File: config.mk
export PLATFORM = sky130hd
export DESIGN_NAME = clk_gate_ctrl
export DESIGN_NICKNAME = d
export VERILOG_FILES = /design/src/rtl/clk_ctrl_pkg.sv /design/src/rtl/clk_gate_cell.sv /design/src/rtl/clk_gate_ctrl.sv
export SDC_FILE = /design/constraint.sdc
export NUM_CORES = 1
export LEC_CHECK = 0
export BUFFER_PORTS_ARGS = -buffer_cell sky130_fd_sc_hd__buf_2
export CORE_MARGIN = 1
export CORE_UTILIZATION = 25
export CTS_CLUSTER_SIZE = 10
export DETAILED_ROUTE_END_ITERATION = 12
export SLEW_MARGIN = 0
export SYNTH_ARGS = -nofsm -noshare
export SYNTH_HDL_FRONTEND = slang
export SYNTH_SLANG_ARGS = --single-unit
File: constraint.sdc
create_clock -name mclk -period 2 [get_ports mclk]
set_clock_uncertainty 0.2 [all_clocks]
set_input_delay 0.1 -clock mclk [delete_from_list [all_inputs] [get_ports mclk]]
set_output_delay 0.1 -clock mclk [all_outputs]
set_load 0.01 [all_outputs]
File: src/rtl/clk_ctrl_pkg.sv
// Shared definitions for the gated-clock controller.
// State encodings and default wake/idle cycle counts.
package clk_ctrl_pkg;

    localparam int STATE_W = 2;

    typedef enum logic [STATE_W-1:0] {
        OFF  = 2'd0,
        WAKE = 2'd1,
        ON   = 2'd2,
        IDLE = 2'd3
    } state_t;

    localparam int DEF_WAKE_CYC = 4;
    localparam int DEF_IDLE_CYC = 16;

endpackage

File: src/rtl/clk_gate_cell.sv
// Glitch-free clock gate: negative-level enable latch plus AND.
// Reset clears the latch so gclk drops immediately.
module clk_gate_cell (
    input  logic mclk,
    input  logic rst,
    input  logic en,
    output logic gclk
);

    logic en_lat;

    always_latch begin
        if (rst)
            en_lat <= 1'b0;
        else if (!mclk)
            en_lat <= en;
    end

    assign gclk = mclk & en_lat;

endmodule

File: src/rtl/clk_gate_ctrl.sv
// Clock-gating controller: wake-up count, shared level req/ack,
// idle hysteresis before shut-off, and one gate cell on mclk.
module clk_gate_ctrl
    import clk_ctrl_pkg::*;
#(
    parameter int NREQ     = 4,
    parameter int WAKE_CYC = DEF_WAKE_CYC,
    parameter int IDLE_CYC = DEF_IDLE_CYC,
    parameter int CNT_W    = 8
) (
    input  logic               mclk,
    input  logic               rst,
    input  logic [NREQ-1:0]    req,
    input  logic               force_on,
    output logic [NREQ-1:0]    ack,
    output logic               gclk,
    output logic               clk_en,
    output logic [STATE_W-1:0] state
);

    localparam int CNT_MAX = (1 << CNT_W) - 1;
    localparam logic [CNT_W-1:0] WAKE_LD = CNT_W'(WAKE_CYC - 1);
    localparam logic [CNT_W-1:0] IDLE_LD = CNT_W'(IDLE_CYC - 1);

    if (WAKE_CYC < 1 || WAKE_CYC > CNT_MAX) begin : g_bad_wake
        $error("clk_gate_ctrl: WAKE_CYC out of range");
    end
    if (IDLE_CYC < 1 || IDLE_CYC > CNT_MAX) begin : g_bad_idle
        $error("clk_gate_ctrl: IDLE_CYC out of range");
    end

    state_t           st;
    logic [CNT_W-1:0] cnt;
    logic             any;
    logic             cnt_zero;

    assign any      = (|req) | force_on;
    assign cnt_zero = (cnt == '0);
    assign state    = st;

    // ack is registered alongside the state: req & (next == ON).
    always_ff @(posedge mclk or posedge rst) begin
        if (rst) begin
            st     <= OFF;
            cnt    <= '0;
            clk_en <= 1'b0;
            ack    <= '0;
        end else begin
            unique case (st)
                OFF: begin
                    ack <= '0;
                    if (any) begin
                        st     <= WAKE;
                        cnt    <= WAKE_LD;
                        clk_en <= 1'b1;
                    end else begin
                        clk_en <= 1'b0;
                    end
                end
                WAKE: begin
                    clk_en <= 1'b1;
                    if (cnt_zero) begin
                        st  <= ON;
                        ack <= req;
                    end else begin
                        cnt <= cnt - 1'b1;
                        ack <= '0;
                    end
                end
                ON: begin
                    clk_en <= 1'b1;
                    if (!any) begin
                        st  <= IDLE;
                        cnt <= IDLE_LD;
                        ack <= '0;
                    end else begin
                        ack <= req;
                    end
                end
                IDLE: begin
                    // A request on the expiry edge still rescues the clock.
                    if (any) begin
                        st     <= ON;
                        clk_en <= 1'b1;
                        ack    <= req;
                    end else if (cnt_zero) begin
                        st     <= OFF;
                        clk_en <= 1'b0;
                        ack    <= '0;
                    end else begin
                        cnt    <= cnt - 1'b1;
                        clk_en <= 1'b1;
                        ack    <= '0;
                    end
                end
                default: begin
                    st     <= OFF;
                    cnt    <= '0;
                    clk_en <= 1'b0;
                    ack    <= '0;
                end
            endcase
        end
    end

    clk_gate_cell u_gate (
        .mclk (mclk),
        .rst  (rst),
        .en   (clk_en),
        .gclk (gclk)
    );

endmodule

==> After elaboration in Yosys (flattened, before gate mapping) <==
Cells that the tools add are included.
{ "op_classes": {"bitwise": 2, "add_sub_neg": 1, "reduce_logical": 7, "n_eq_ne": 8, "mux": 22} }
{ "op_table": {"columns": ["cell", "count"], "rows": [
  ["8-bit 2-to-1 mux", 4],
  ["8-bit one-hot mux with 4 select lines", 1],
  ["4-bit one-hot mux with 3 select lines", 1],
  ["2-bit 2-to-1 mux", 5],
  ["8-bit zero test", 1],
  ["4-bit 2-to-1 mux", 2],
  ["2-bit inequality test (second input constant)", 4],
  ["2-bit one-hot mux with 4 select lines", 1],
  ["8-bit by 1-bit subtractor with 8-bit output (second input constant)", 1],
  ["1-bit 2-to-1 mux", 7],
  ["2-bit equality test (second input constant)", 2],
  ["4-bit AND reduction", 1],
  ["2-bit OR reduction", 2],
  ["4-bit OR reduction", 1],
  ["3-bit inequality test (second input constant)", 1],
  ["1-bit one-hot mux with 3 select lines", 1],
  ["3-bit AND reduction", 1],
  ["2-bit by 1-bit equality test with 1-bit output (second input constant)", 1],
  ["2-bit zero test", 1],
  ["1-bit AND", 1],
  ["1-bit OR", 1]
]} }
{ "word_totals": {"latchBits": 1, "word_cells": 45, "ff_bits": 15, "output_inout_bits": 8, "input_bits": 7} }

==> Logic depth before layout (Yosys ltp) <==
{ "logic_depth": {"ltp_word": 4, "mapped_depth": 6} }

==> By module <==
From an unflattened synthesis, not the netlist that was laid out.
{ "unflattened": {"hier_cells": 102, "hier_area_um2": 932.1} }
{ "by_module_without_submodules": {"columns": ["mod", "instances", "cells_each", "area_per_inst_um2", "seq_area_each_um2"], "rows": [
  ["clk_gate_ctrl", 1, 98, 898.4, 375.4],
  ["clk_gate_cell", 1, 4, 33.8, 0.0]
]} }

==> impl_metrics.tcl <==
set metrics [dict create \
    outcome "finished, violations left" \
    violations "hold timing, setup timing" \
    placed_area_mm2 0.00131 \
    n_antenna_cell 0 \
    setup_slack_ps -228 \
    slew_headroom 0.576 \
    row_count 22 \
    ys_top_cells_by_area "dfrtp_1 36%, ha_1 7.3%, a21oi_1 3.9%" \
    grt.overflow.total 0 \
    syn_nets 122 \
    netlist_area_mm2 0.00103 \
    fp.dieW_um 66.3 \
    power_leakage_nw 0.702 \
    peakVddDrop_uv 806 \
    synth_edf_count 0 \
    place.port_buffers 14 \
    worstPathRequired_ps 1700 \
    rsz0062_at_grt "yes" \
    worstHoldPathCells 2 \
    drt-pass1-iter-count 4 \
    cts_setup_buffers 0 \
    hold-worst-slack_ps -1080 \
    die_y_um 66.3 \
    initial_core_util 0.272 \
    grt_max_degree 17 \
    drive_gt1_frac 0.385 \
    yosysWarnings 0 \
    finalHoldViolCount 17 \
    syn_to_final_growth_pct 47.6 \
    antenna_found_initial 0 \
    crit_type "latch to output pin" \
    cp-end-kind "output pin" \
    cap_violations 0 \
    drv_slew 0 \
    path_clk_slew_ps 90 \
    wire_per_inst_um 13.1 \
    grt_first_pass_wirelength_um 4550 \
    drc 0 \
    first_global_vias 1014 \
    crit_arrival_ps 1930 \
    pre_cts_ws_ps 56.3 \
    coreArea_mm2 0.00380 \
    clk_latency_ps 370 \
    die_area_mm2 0.00439 \
    yosysTopAreaCell "dfrtp_1" \
    hpwl_um 1960 \
    setup_viol 2 \
    async_flop_share 0.938 \
    syn_area_per_cell_um2 9.47 \
    drt_iter0_markers 49 \
    synth_flop_cell "dfrtp_1" \
    min_path_type "input pin to clock gate" \
    gp_congestion 0.869 \
    nets 169 \
    placed_cells 189 \
    cp_max_fo 1 \
    fin_cells 204 \
    vias_per_cell 4.99 \
    drtAntennaViolNets 0 \
    wl_um 2670 \
    syn_inst 109 \
    cts_hold_buf 5 \
    worstMarginPinSlew_ps 635 \
    vias 1018 \
    cts_tree "built" \
    final_area_mm2 0.00152 \
    grt_use_total 0.139 \
    power_density_mw_per_mm2 1680 \
    post-synth-top-area-fraction 0.364 \
    cp-start-kind "latch" \
    io_pins 15 \
    synth_seq_cells 16 \
    synthDistinctLibCells 42 \
    worst-r2r-cell-count 7 \
]
## registers in the layout, indices dropped and copies added, names as in the netlist
name,flops
cnt,8
ack,4
u_gate.en_lat,1
clk_en,1
state,2
## through the flow
stage / TNS (ps) / util / total power, mW / hold WS (ps)
2_1_floorplan: 0 / - / 1.38 / -905
3_3_place_gp: 0 / 0.344 / 1.90 / -720
3_5_place_dp: 0 / 0.344 / 1.91 / -701
4_1_cts: -240 / 0.389 / 2.48 / -1060
5_1_grt: -337 / 0.401 / 2.75 / -1020
6_report: -228 / 0.401 / 2.55 / -1080
## cell type report
cell class,instances,area [um^2]
Tap cell,48,60.1
Timing Repair Buffer,37,258
Multi-Input combinational cell,82,651
Clock inverter,1,7.51
Inverter,10,37.5
Clock buffer,10,119
Fill cell,367,2270
Sequential cell,16,392
## worst max-delay path: stages, from the launching register on
cell	delay, ps
dlxtp_1	320
and2_1	100
buf_2	120
## what timing repair did
item / in CTS / in global routing
hold endpoints to repair: 22 / 17
gates resized for setup: 0 / 10
endpoints found under the setup margin: 2 / 8
pin swaps: 0 / 1
## layout by cell type, fill, tap and decap left out, types with 2 or more instances in the layout
cell type,instances
a21oi_1,8
a2bb2oi_1,2
a31oi_1,3
and2_1,6
buf_2,14
buf_4,19
clkbuf_8,8
dfrtp_1,14
dlygate4sd3_1,5
ha_1,3
ha_2,3
inv_1,10
nand2_1,7
nand3_1,3
nor2_1,9
nor3_1,3
o211ai_1,2
o22ai_1,3
## where the power goes
group / switching (mW) / total [mW] / internal (mW) / leakage [nW]
sequential: 0.0906 / 0.526 / 0.435 / 0.198
combinational: 0.758 / 1.47 / 0.708 / 0.435
clock: 0.189 / 0.563 / 0.374 / 0.0687
total: 1.04 / 2.55 / 1.52 / 0.702
## cell usage after synthesis, drive strengths merged, types with 2 or more instances
cell type and instances:
ha 6, o211ai 4, and2 6, nor2 10, nor3 4, a31oi 4, nand3 3, dfrtp 15
a2bb2oi 2, a21oi 8, nand2 7, o22ai 3, inv 10, or3 2, nor4 2, o21ai 4
## routing by layer
metal | up-vias | global-route usage | wire, um
met1 | 477 | 0.168 | 1160
met2 | 45 | 0.226 | 1340
met5 | - | 0 | 0
met4 | 0 | 0.0745 | 36
li1 | 491 | - | -
met3 | 5 | 0.0345 | 143
## cells by family after synthesis
group	after synthesis	synth area share
AO/OA/AOI/OAI	32	0.244
flip-flops	15	0.364
adder cells (fa/ha/maj)	6	0.0727
buffers and inverters	11	0.0412
latches	1	0.0145
AND/OR/NAND/NOR	42	0.244
multiplexers	2	0.0206
## path summary, 6_finish.rpt
kind	start	to	slack, ps
min in group asynchronous	rst	clk_en	-380
setup / recovery	u_gate.en_lat	gclk	-230
max in group gated	rst	clock gate	1440
min in group mclk	rst	u_gate.en_lat	-320
hold / removal	rst	clock gate	-1080
setup reg to reg	state[0]	cnt[5]	90
hold reg to reg	clk_en	u_gate.en_lat	330
max in group asynchronous	rst	state[0]	1540
Note: power is estimated with default switching activity, not from simulation.
